`src/rtl/send_acknak_if.sv`:
```
// Request and line-side signals of the USB handshake packet transmitter.
// The master side requests packets; the slave side (the transmitter) drives the lines.
interface send_acknak_if;
  logic pause;
  logic send_hand;
  logic send_ack;
  logic dp;
  logic dm;
  logic bus_en;
  logic busy;
  logic done;

  modport master (
    output pause, send_hand, send_ack,
    input  dp, dm, bus_en, busy, done
  );

  modport slave (
    input  pause, send_hand, send_ack,
    output dp, dm, bus_en, busy, done
  );
endinterface

```
`src/rtl/send_acknak.sv`:
```
// Serializes an ACK/NAK handshake packet (SYNC, PID, EOP) onto D+/D- with NRZI,
// one bit per non-paused clock.
module send_acknak (
  input logic          clk,
  input logic          rst_L,
  send_acknak_if.slave link
);

  typedef enum logic [2:0] {
    IDLE    = 3'd0,
    SYNC    = 3'd1,
    PID     = 3'd2,
    EOP_SE0 = 3'd3,
    EOP_J   = 3'd4
  } state_t;

  state_t     state, state_n;
  logic [2:0] cnt, cnt_n;
  logic [3:0] pid, pid_n;
  logic       dp_q, dp_n;
  logic       dm_q, dm_n;
  logic       bus_en_q, bus_en_n;
  logic       done_q, done_n;
  logic       data;
  logic       nrzi_en;

  always_ff @(posedge clk or negedge rst_L) begin
    if (!rst_L) begin
      state    <= IDLE;
      cnt      <= 3'd0;
      pid      <= 4'd0;
      dp_q     <= 1'b1;
      dm_q     <= 1'b0;
      bus_en_q <= 1'b0;
      done_q   <= 1'b0;
    end else begin
      state    <= state_n;
      cnt      <= cnt_n;
      pid      <= pid_n;
      dp_q     <= dp_n;
      dm_q     <= dm_n;
      bus_en_q <= bus_en_n;
      done_q   <= done_n;
    end
  end

  // State/cnt describe the bit being presented; each unpaused edge moves to the next bit.
  // dp_q doubles as the NRZI line state (J when dp=1).
  always_comb begin
    state_n  = state;
    cnt_n    = cnt;
    pid_n    = pid;
    dp_n     = dp_q;
    dm_n     = dm_q;
    bus_en_n = bus_en_q;
    done_n   = 1'b0;
    data     = 1'b1;
    nrzi_en  = 1'b0;

    if (!link.pause) begin
      case (state)
        IDLE: begin
          if (link.send_hand) begin
            pid_n    = link.send_ack ? 4'b0010 : 4'b1010;
            state_n  = SYNC;
            cnt_n    = 3'd0;
            dp_n     = 1'b0;
            dm_n     = 1'b1;
            bus_en_n = 1'b1;
          end
        end
        SYNC: begin
          nrzi_en = 1'b1;
          if (cnt == 3'd7) begin
            state_n = PID;
            cnt_n   = 3'd0;
            data    = pid[0];
          end else begin
            cnt_n = cnt + 3'd1;
            data  = (cnt_n == 3'd7);
          end
        end
        PID: begin
          if (cnt == 3'd7) begin
            state_n = EOP_SE0;
            cnt_n   = 3'd0;
            dp_n    = 1'b0;
            dm_n    = 1'b0;
          end else begin
            nrzi_en = 1'b1;
            cnt_n   = cnt + 3'd1;
            data    = cnt_n[2] ? ~pid[cnt_n[1:0]] : pid[cnt_n[1:0]];
          end
        end
        EOP_SE0: begin
          if (cnt[0]) begin
            state_n = EOP_J;
            cnt_n   = 3'd0;
            dp_n    = 1'b1;
            dm_n    = 1'b0;
          end else begin
            cnt_n = 3'd1;
          end
        end
        EOP_J: begin
          state_n  = IDLE;
          cnt_n    = 3'd0;
          dp_n     = 1'b1;
          dm_n     = 1'b0;
          bus_en_n = 1'b0;
          done_n   = 1'b1;
        end
        default: begin
          state_n = IDLE;
        end
      endcase

      if (nrzi_en) begin
        dp_n = data ? dp_q : ~dp_q;
        dm_n = ~dp_n;
      end
    end
  end

  assign link.dp     = dp_q;
  assign link.dm     = dm_q;
  assign link.bus_en = bus_en_q;
  assign link.busy   = (state != IDLE);
  assign link.done   = done_q;

endmodule
```
`src/flat_wrapper.sv`:
```
// flat-port wrapper written by rule: the top's interface ports become plain ports
module send_acknak_flat 
  (clk, rst_L, link_pause, link_send_hand, link_send_ack, link_dp, link_dm, link_bus_en, link_busy, link_done);
  send_acknak_if link_i ();
  input logic clk;
  input logic rst_L;
  input wire logic [$bits(link_i.pause)-1:0] link_pause;
  input wire logic [$bits(link_i.send_hand)-1:0] link_send_hand;
  input wire logic [$bits(link_i.send_ack)-1:0] link_send_ack;
  output wire logic [$bits(link_i.dp)-1:0] link_dp;
  output wire logic [$bits(link_i.dm)-1:0] link_dm;
  output wire logic [$bits(link_i.bus_en)-1:0] link_bus_en;
  output wire logic [$bits(link_i.busy)-1:0] link_busy;
  output wire logic [$bits(link_i.done)-1:0] link_done;
  assign link_i.pause = link_pause;
  assign link_i.send_hand = link_send_hand;
  assign link_i.send_ack = link_send_ack;
  assign link_dp = link_i.dp;
  assign link_dm = link_i.dm;
  assign link_bus_en = link_i.bus_en;
  assign link_busy = link_i.busy;
  assign link_done = link_i.done;
  send_acknak u_core (.clk(clk), .rst_L(rst_L), .link(link_i));
endmodule
```
`config.mk`:
```
export PLATFORM = sky130hd
export DESIGN_NAME = send_acknak_flat
export DESIGN_NICKNAME = d
export VERILOG_FILES = /design/src/rtl/send_acknak_if.sv /design/src/rtl/send_acknak.sv /design/src/flat_wrapper.sv
export SDC_FILE = /design/constraint.sdc
export NUM_CORES = 1
export LEC_CHECK = 0
export CORE_AREA = 2 2 39 41
export DETAILED_ROUTE_END_ITERATION = 12
export DIE_AREA = 0 0 41 43
export MAX_ROUTING_LAYER = met4
export PLACE_DENSITY = 0.76
export SLEW_MARGIN = 20
export SYNTH_ARGS = -nofsm -noshare
export SYNTH_HDL_FRONTEND = slang
export SYNTH_SLANG_ARGS = --single-unit
```
`constraint.sdc`:
```
create_clock -name clk -period 3.28 [get_ports clk]
set_clock_uncertainty 0.15 [all_clocks]
set_input_delay 0.656 -clock clk [delete_from_list [all_inputs] [get_ports clk]]
set_output_delay 0.656 -clock clk [all_outputs]
set_load 0.02 [all_outputs]
```
## Word level (Yosys, flattened, before mapping)

Cells that the tools add are included.
Widths: inputs -> output; s select.

| operators by class | value |
|---|---|
| reduce and logical (&&, ||, !) cells | 11 |
| shifts and indexed selects | 0 |
| order comparisons | 1 |
| bitwise logic cells | 4 |
| equal/unequal tests | 13 |
| multiply operators | 0 |
| multiplexer cells | 33 |
| add/subtract/negate cells | 1 |
| divide/modulo/power cells | 0 |

Operators with widths:

| cell | count |
|---|---|
| $pmux 3 s4 | 2 |
| $mux 1 | 18 |
| $mux 3 | 6 |
| $reduce_and 5->1 | 2 |
| $eq 3x3->1 const B | 3 |
| $reduce_and 3->1 | 3 |
| $pmux 1 s4 | 2 |
| $eq 3x2->1 const B | 2 |
| $ne 2x1->1 const B | 3 |
| $ne 3x1->1 const B | 2 |
| $pmux 1 s2 | 3 |
| $reduce_bool 5->1 | 1 |
| $mux 4 | 1 |
| $not 1->1 | 4 |
| $reduce_bool 4->1 | 1 |
| $add 3x1->3 const B | 1 |
| $eq 3x1->1 const B | 1 |
| $logic_not 3->1 | 1 |
| $lt 2x3->1 const B | 1 |
| $ne 3x2->1 const B | 1 |
| $reduce_bool 3->1 | 1 |
| $bmux 1 s2 | 1 |
| $ne 2x2->1 const B | 1 |
| $reduce_bool 2->1 | 1 |
| $reduce_or 2->1 | 1 |

| storage, ports and cells | value |
|---|---|
| flip-flop bits (word level) | 14 |
| memories | 0 |
| bits in writable memories | 0 |
| latch bits | 0 |
| word-level logic and storage cells | 70 |
| bits in read-only memories | 0 |

## Logic depth before layout (Yosys ltp)

Gate-level depths: netlist of run 1.

| logic depth | value |
|---|---|
| depth after elaboration | 11 |
| mapped depth | 7 |
| depth with buffers taken out | 7 |

## Worst setup path after synthesis of run 1

No wires, ideal clock.

| path | value |
|---|---|
| path type | reg2reg |
| start | register u_core.cnt[0] |
| end | register u_core.dm_q, in the netlist u_core.link.dm |
| setup time | 0.126 ns |
| setup slack | 1.080 ns |
| data arrival time | 1.924 ns |
| buffers on the path | 0 |
| cell stages (with the launch flop) | 7 |
| path through | dfrtp_1 ha_1 ha_1 or3_1 a32oi_1 a22oi_1 o32a_1 |

| between the ends | value |
|---|---|
| word-level cells in the longest chain between the ends | 11 |
| elaborated cells on any way between the ends | 22 |

Ends and longest elaborated chain:

| item | RTL line | source |
|---|---|---|
| start, declared | send_acknak.sv:18 | `logic [2:0] cnt, cnt_n;` |
| start signal, assigned | send_acknak.sv:38 | `cnt <= cnt_n;` |
| $add 3x1->3 | send_acknak.sv:79, send_acknak.sv:91 |  |
| $bmux 1 s2 | send_acknak.sv:92 | `data = cnt_n[2] ? ~pid[cnt_n[1:0]] : pid[cnt_n[1:0]];` |
| $mux 1 (implied by the code) | send_acknak.sv:92 |  |
| $not 1->1 | send_acknak.sv:92 |  |
| $mux 1 | send_acknak.sv:92 |  |
| $mux 1 | send_acknak.sv:84 | `if (cnt == 3'd7) begin` |
| $pmux 1 s2 | send_acknak.sv:61 | `case (state)` |
| $mux 1 | send_acknak.sv:60 | `if (!link.pause) begin` |
| $mux 1 | send_acknak.sv:119 | `dp_n = data ? dp_q : ~dp_q;` |
| $not 1->1 | send_acknak.sv:120 | `dm_n = ~dp_n;` |
| $mux 1 | send_acknak.sv:118 | `if (nrzi_en) begin` |
| end signal, assigned | send_acknak.sv:41 | `dm_q <= dm_n;` |
| end, declared | send_acknak.sv:21 | `logic dm_q, dm_n;` |

Parallel ways exist; a longest one is shown, timed or not. The select of a mux whose other input is x is not followed.
A chain may end at the register's enable or synchronous reset.

## Worst setup path after layout of run 1

| path | value |
|---|---|
| start | register u_core.state[0] |
| end | output port link_busy |

| between the ends | value |
|---|---|
| word-level cells in the longest chain between the ends | 1 |

Ends and longest elaborated chain:

| item | RTL line | source |
|---|---|---|
| start, declared | send_acknak.sv:17 | `state_t state, state_n;` |
| start signal, assigned | send_acknak.sv:37 | `state <= state_n;` |
| $reduce_bool 3->1 | send_acknak.sv:128 | `assign link.busy = (state != IDLE);` |
| end, declared | flat_wrapper.sv:13 | `output wire logic [$bits(link_i.busy)-1:0] link_busy;` |

Every way passes these cells.

==> results.toml, run 1 <==
[critical_path]
slowest_stage = "clkdlybuf4s50_1"
max_stage_delay_ns = 0.55
critical_path_arrival_ns = 1.88
path_cells = "nor3_1, inv_1, clkdlybuf4s50_1"
worstSetupPathType = "flip-flop to output port"
r2r_cells = 6
path_depth = 3
endpoint_kind = "output port"
critical-path-top-delay-family = "buffers and inverters"
crit_fanout = 14
critPathBufInv = 2
crit_required_ns = 2.47
cp-start-kind = "flip-flop"

[synthesis]
muxShareOfSynthArea_pct = 3.01
syn-cell-area_sq_um = 706
synth_compound_area_share_pct = 20.7
synthXorXnorAreaFrac_pct = 1.24
ys_warn_count = 0
synth_cell_types = 32
synth_simple_gate_area_share_pct = 22.9
synth_top_family_by_area = "simple AND/OR/NAND/NOR gates"
ys_seq_area_share_pct = 42.7
syn_inst = 79
synth_seq_cells = 12
syn-mean-instance-area_sq_um = 8.93
syn-num-nets = 87
synth_fa_ha_area_share_pct = 5.32

[route]
drtAntennaViolNets = 0
drt-initial-drc-count = 21
drc = 0
wl_per_cell_microns = 14.6
vias = 627
routed_wl_microns = 1540
drtPass1Iterations = 4
vias_per_cell = 5.97

[clock_network]
numCtsBuffers = 3
clockBufferDepth = 2
post_cts_resized = 0
worstSkewPairLatency_ns = 0.28
cts_setup_buffers = 0
cts_tree = "yes"
root_buffer = "clkbuf_4"
clock-sinks = 12
cts_htree_levels = 1
path_clk_slew_ns = 0.09
cts.hold.buffers_added = 0

[grt]
grt.total_usage_pct = 20.3
grt_pass1_vias = 551
grt_pass1_wl_microns = 2380
grt_max_degree = 17
overflow = 0
grt_antenna_before_repair = 0

[floorplan]
fp.dieArea_sq_um = 1760
rows = 14
die_h_microns = 43
start_util_pct = 51.0
core-area_sq_um = 1380
die_w_microns = 41
pin_count = 10

[timing]
setup_viol = 0
hold_viol = 0
slew_headroom_pct = 54.4
holdWs_ns = 0.325
worstMarginPinSlew_ns = 0.683
finalCritPeriodShare_pct = 81.8
tns_ns = 0
drv_slew = 0
period_needed_ns = 2.68
rsz0062_at_grt = "false"
fmax_mhz = 373

[power_and_ir_drop]
power.density_nw_per_um2 = 938
clkPwrFrac_pct = 15.4
seqPwrFrac_pct = 36.0
p_leak_nw = 0.364
swShare_pct = 42.5
pwr-share-comb_pct = 48.6
power_w = 0.000786
p_sw_w = 0.000334
vdd_drop_max_mv = 0.439
p_int_w = 0.000452

[worst_hold_path]
hold_depth = 1
min_path_type = "flip-flop to flip-flop"

[cells_and_area]
diodes = 0
fillers = 127
final_area_sq_um = 838
fin_cells = 105
syn_to_final_growth_pct = 18.8
final_nets = 98
drive_gt1_share_pct = 8.99
multi_input_area_sq_um = 375
seq_area_sq_um = 302

[flow_run]
cap_viol_max_count = 0

[run_status]
status = "complete, no violations"

[placement]
post_dp_cell_area_sq_um = 802
place_congestion = 0.794
numPortBuffers = 9
dp_cells = 101
dp_hpwl_microns = 1110
## power by group through the flow
| stage | clock network (W) | registers, W | logic [W] |
|---|---|---|---|
| 2_1_floorplan | 0 | 0.000263 | 0.000285 |
| 3_3_place_gp | 0 | 0.000280 | 0.000368 |
| 3_5_place_dp | 0 | 0.000284 | 0.000380 |
| 4_1_cts | 0.000122 | 0.000281 | 0.000382 |
| 5_1_grt | 0.000130 | 0.000293 | 0.000420 |
| 6_report | 0.000121 | 0.000283 | 0.000382 |
## synthesized netlist by cell type, drive strengths merged
master	n	share of area, %
nand3	2	1.4
inv	4	2.1
nor2	9	4.8
dfrtp	11	39
o31ai	1	1.1
a21bo	1	1.4
mux2	1	1.6
a32oi	1	1.2
ha	3	5.3
o32a	1	1.4
nand3b	2	2.1
a22oi	1	1.1
nor4	1	0.89
clkbuf	1	0.53
nor3b	2	2.1
or3	1	0.89
and2b	1	1.2
dfstp	1	3.7
o211a	1	1.4
nor4b	1	1.2
a21oi	2	1.4
mux2i	1	1.4
nor2b	1	0.89
xnor2	1	1.2
nand2b	2	1.8
nand4	1	0.89
nor3	2	1.4
o22a	1	1.2
buf	2	1.4
o311ai	1	1.2
nand2	6	3.2
o21ai	13	9.2
## cells in the final DEF, fill, tap and decap left out
master           Yosys  routed
a21oi_1              2       2
nor4_1               1       1
dfstp_2              1       1
nand2_1              6       6
nand2b_1             2       2
ha_1                 3       3
o311ai_0             1       1
o31ai_1              1       1
a22oi_1              1       1
o22a_1               1       1
dfrtp_1             11      11
nor4b_1              1       1
mux2_2               1       1
nand3_1              2       2
clkbuf_8             0       1
a32oi_1              1       1
nor2b_1              1       1
clkdlybuf4s50_1      0       9
mux2i_1              1       1
nor3_1               2       2
and2b_2              1       1
o211a_1              1       1
xnor2_1              1       1
o21ai_0             13      13
nor3b_1              2       2
nand3b_1             2       2
or3_1                1       1
o32a_1               1       1
inv_1                4       4
a21bo_2              1       1
clkbuf_4             0       3
nand4_1              1       1
nor2_1               9       9
## metrics by stage
stage | setup WS [ns] | utilization, %
6_report | 0.597 | 60.6
3_3_place_gp | 0.805 | 58.0
2_1_floorplan | 1.08 | -
5_1_grt | 0.493 | 60.6
4_1_cts | 0.623 | 60.6
3_5_place_dp | 0.826 | 58.0
## per-layer routing
metal  vias to the layer above  share of wire (%)  GRT usage [%]
li1                        308                  -              -
met3                         2                4.0           3.14
met4                         0               0.91           8.00
met1                       297                 47           28.0
met2                        20                 48           29.1
met5                         -                  0              -
## sequential cells by signal (all words and copies together), names as in the netlist
name and cells:
u_core.link.dm 1, u_core.link.dp 1, u_core.link.done 1, u_core.pid 2, u_core.state 3, u_core.cnt 3
u_core.link.bus_en 1
## worst paths after layout
path                                        startpoint                           to  slack, ns
setup / recovery           u_core.state[0]$_DFFE_PN0P_                    link_busy       0.60
hold / removal               u_core.pid[1]$_DFFE_PN0P_    u_core.pid[1]$_DFFE_PN0P_       0.32
setup reg to reg             u_core.cnt[0]$_DFFE_PN0P_   u_core.link.dm$_DFFE_PN0P_       0.95
hold reg to reg              u_core.pid[1]$_DFFE_PN0P_    u_core.pid[1]$_DFFE_PN0P_       0.32
max in group asynchronous                        rst_L   u_core.link.dp$_DFFE_PN1P_       2.03
min in group asynchronous                        rst_L  u_core.state[1]$_DFFE_PN0P_       0.58
## final cells by class
class / count / area share [%]
Multi-Input combinational cell: 60 / 44.8
Sequential cell: 12 / 36.0
Timing Repair Buffer: 9 / 10.7
Clock buffer: 4 / 4.33
Tap cell: 16 / 2.39
Inverter: 4 / 1.79
## cells by family (layout without fill, tap and decap cells)
kind of cell	after synthesis	count (layout)
and+or+nand+nor	31	31
DFF	12	12
adders and majority gates	3	3
AOI/OAI and AO/OA	23	23
muxes	2	2
buffers and inverters	7	17
xor gates and xnor gates	1	1
Power figures use the tool's default switching activity.
==> run 2: changes to the inputs <==
- CORE_AREA: 2 2 39 41 -> default
- CORE_UTILIZATION: default -> 51
- DIE_AREA: 0 0 41 43 -> default
- PLACE_DENSITY: 0.76 -> 0.73
- clock period: 3.28 -> 2.7 ns (I/O delays scaled with it)
==> run 2 against run 1 <==
  * The flow now finishes with violations (design-rule violations)
  * Setup slack worse by 0.37 ns
  * Via count down 0.16%
  * Design area up 2.2%
  * Global-route usage increased by 3.7 points
  * Combinational power up 24%
  * Wire length decreased by 5.7%
  * Critical path depth stayed put
==> results.toml, run 2 (synthesis gave the netlist of run 1 again) <==
[run_status]
status = "finished, violations left"
violations = "design-rule violations"

[timing]
rsz0062_at_grt = "false"
period_needed_ns = 2.47
tns_ns = 0
timing.final.ws_setup_ns = 0.226
fmax_mhz = 404
hold_viol = 0
drv_slew = 0
setup_viol = 0
slew_headroom_pct = 62.7
worstMarginPinSlew_ns = 0.558
finalCritPeriodShare_pct = 91.6

[power_and_ir_drop]
p_leak_nw = 0.376
power.density_nw_per_um2 = 1120
vdd_drop_max_mv = 0.640

[grt]
grt.total_usage_pct = 24.0
overflow = 0
grt_pass1_wl_microns = 2310
grt_max_degree = 16
grt_antenna_before_repair = 0
grt_pass1_vias = 519

[floorplan]
core-area_sq_um = 1300
die_h_microns = 39.2
pin_count = 10
rows = 13
start_util_pct = 54.2
die_w_microns = 39.2
fp.dieArea_sq_um = 1540

[route]
vias_per_cell = 5.91
drt-initial-drc-count = 20
drtPass1Iterations = 8
wl_per_cell_microns = 13.7
routed_wl_microns = 1450
vias = 626
drtAntennaViolNets = 0
drc = 2

[clock_network]
post_cts_resized = 0
clock-sinks = 12
cts_htree_levels = 1
clockBufferDepth = 2
root_buffer = "clkbuf_4"
path_clk_slew_ns = 0.08
cts_tree = "yes"
worstSkewPairLatency_ns = 0.27
cts.hold.buffers_added = 0
cts_setup_buffers = 0
numCtsBuffers = 3

[critical_path]
endpoint_kind = "output port"
path_cells = "nor3_2, inv_1, clkdlybuf4s50_1"
crit_fanout = 14
cp-start-kind = "flip-flop"
crit_required_ns = 2.01
slowest_stage = "clkdlybuf4s50_1"
max_stage_delay_ns = 0.54
critical_path_arrival_ns = 1.78
worstSetupPathType = "flip-flop to output port"

[placement]
dp_hpwl_microns = 1060
place_congestion = 0.787
post_dp_cell_area_sq_um = 816
numPortBuffers = 9
pre_cts_ws_ns = 0.398

[cells_and_area]
post-route-util_pct = 65.9
diodes = 0
final_area_sq_um = 857
final_nets = 100
final_common_cell = "o21ai_0"
syn_to_final_growth_pct = 21.5
final_cell_mix = "o21ai_0, dfrtp_1, nor2_1, clkdlybuf4s50_1, nand2_1"
drive_gt1_share_pct = 12.1
top_regs = "u_core.cnt (3), u_core.state (3), u_core.pid (2)"
fillers = 116

[worst_hold_path]
min_path_type = "flip-flop to flip-flop"

[flow_run]
cap_viol_max_count = 0
## run 2: changes by cell type in the layout (fill, tap and decap cells not counted), sizes merged
cell / before / now
buf: 0 / 2
## run 2: power breakdown
part	internal (W)	switching, W	total, W
Sequential	0.000247	0.0000900	0.000337
Combinational	0.000230	0.000245	0.000475
Clock	0.0000819	0.0000652	0.000147
Total	0.000559	0.000400	0.000960
## run 2: area by class of cell
type | count | area (sq um) | share of cell area (%)
Inverter | 4 | 15.0 | 1.75
Multi-Input combinational cell | 60 | 380 | 44.4
Sequential cell | 12 | 302 | 35.2
Clock buffer | 4 | 36.3 | 4.23
Timing Repair Buffer | 11 | 105 | 12.3
Tap cell | 15 | 18.8 | 2.19
## run 2: critical path, delay by kind of cell (launching register included)
family,cells,cell delay (ns)
simple gates,1,0.33
buf+inv,2,0.65
flops,1,0.53
## run 2: final timing paths
check	depth (start not counted)	startpoint	slack, ns	to
max	3	u_core.state[0]$_DFFE_PN0P_	0.23	link_busy
min	1	u_core.pid[1]$_DFFE_PN0P_	0.33	u_core.pid[1]$_DFFE_PN0P_
max reg2reg	6	u_core.cnt[0]$_DFFE_PN0P_	0.38	u_core.link.dm$_DFFE_PN0P_
min reg2reg	1	u_core.pid[1]$_DFFE_PN0P_	0.33	u_core.pid[1]$_DFFE_PN0P_
max in group asynchronous	1	rst_L	1.56	u_core.link.dp$_DFFE_PN1P_
min in group asynchronous	1	rst_L	0.47	u_core.cnt[2]$_DFFE_PN0P_
## run 2: per-layer routing
metal  vias to the layer above  wire [microns]  global-route usage, %
li1                        309               -                      -
met1                       292             704                   32.7
met2                        21             650                   32.5
met3                         4              71                   6.94
met4                         0              22                   10.3
met5                         -               0                      -
## run 2: through the flow
step	instances	total power (W)	hold WS, ns
2_1_floorplan	79	0.000666	0.0944
6_report	106	0.000960	0.327
3_5_place_dp	102	0.000806	0.305
4_1_cts	106	0.000951	0.328
3_3_place_gp	102	0.000796	0.301
5_1_grt	106	0.00104	0.365
==> run 3: changes to the inputs <==
- SLEW_MARGIN: 20 -> default
==> results of run 3 <==
Same layout as run 2: the final DEF is identical, and so are final timing and power.
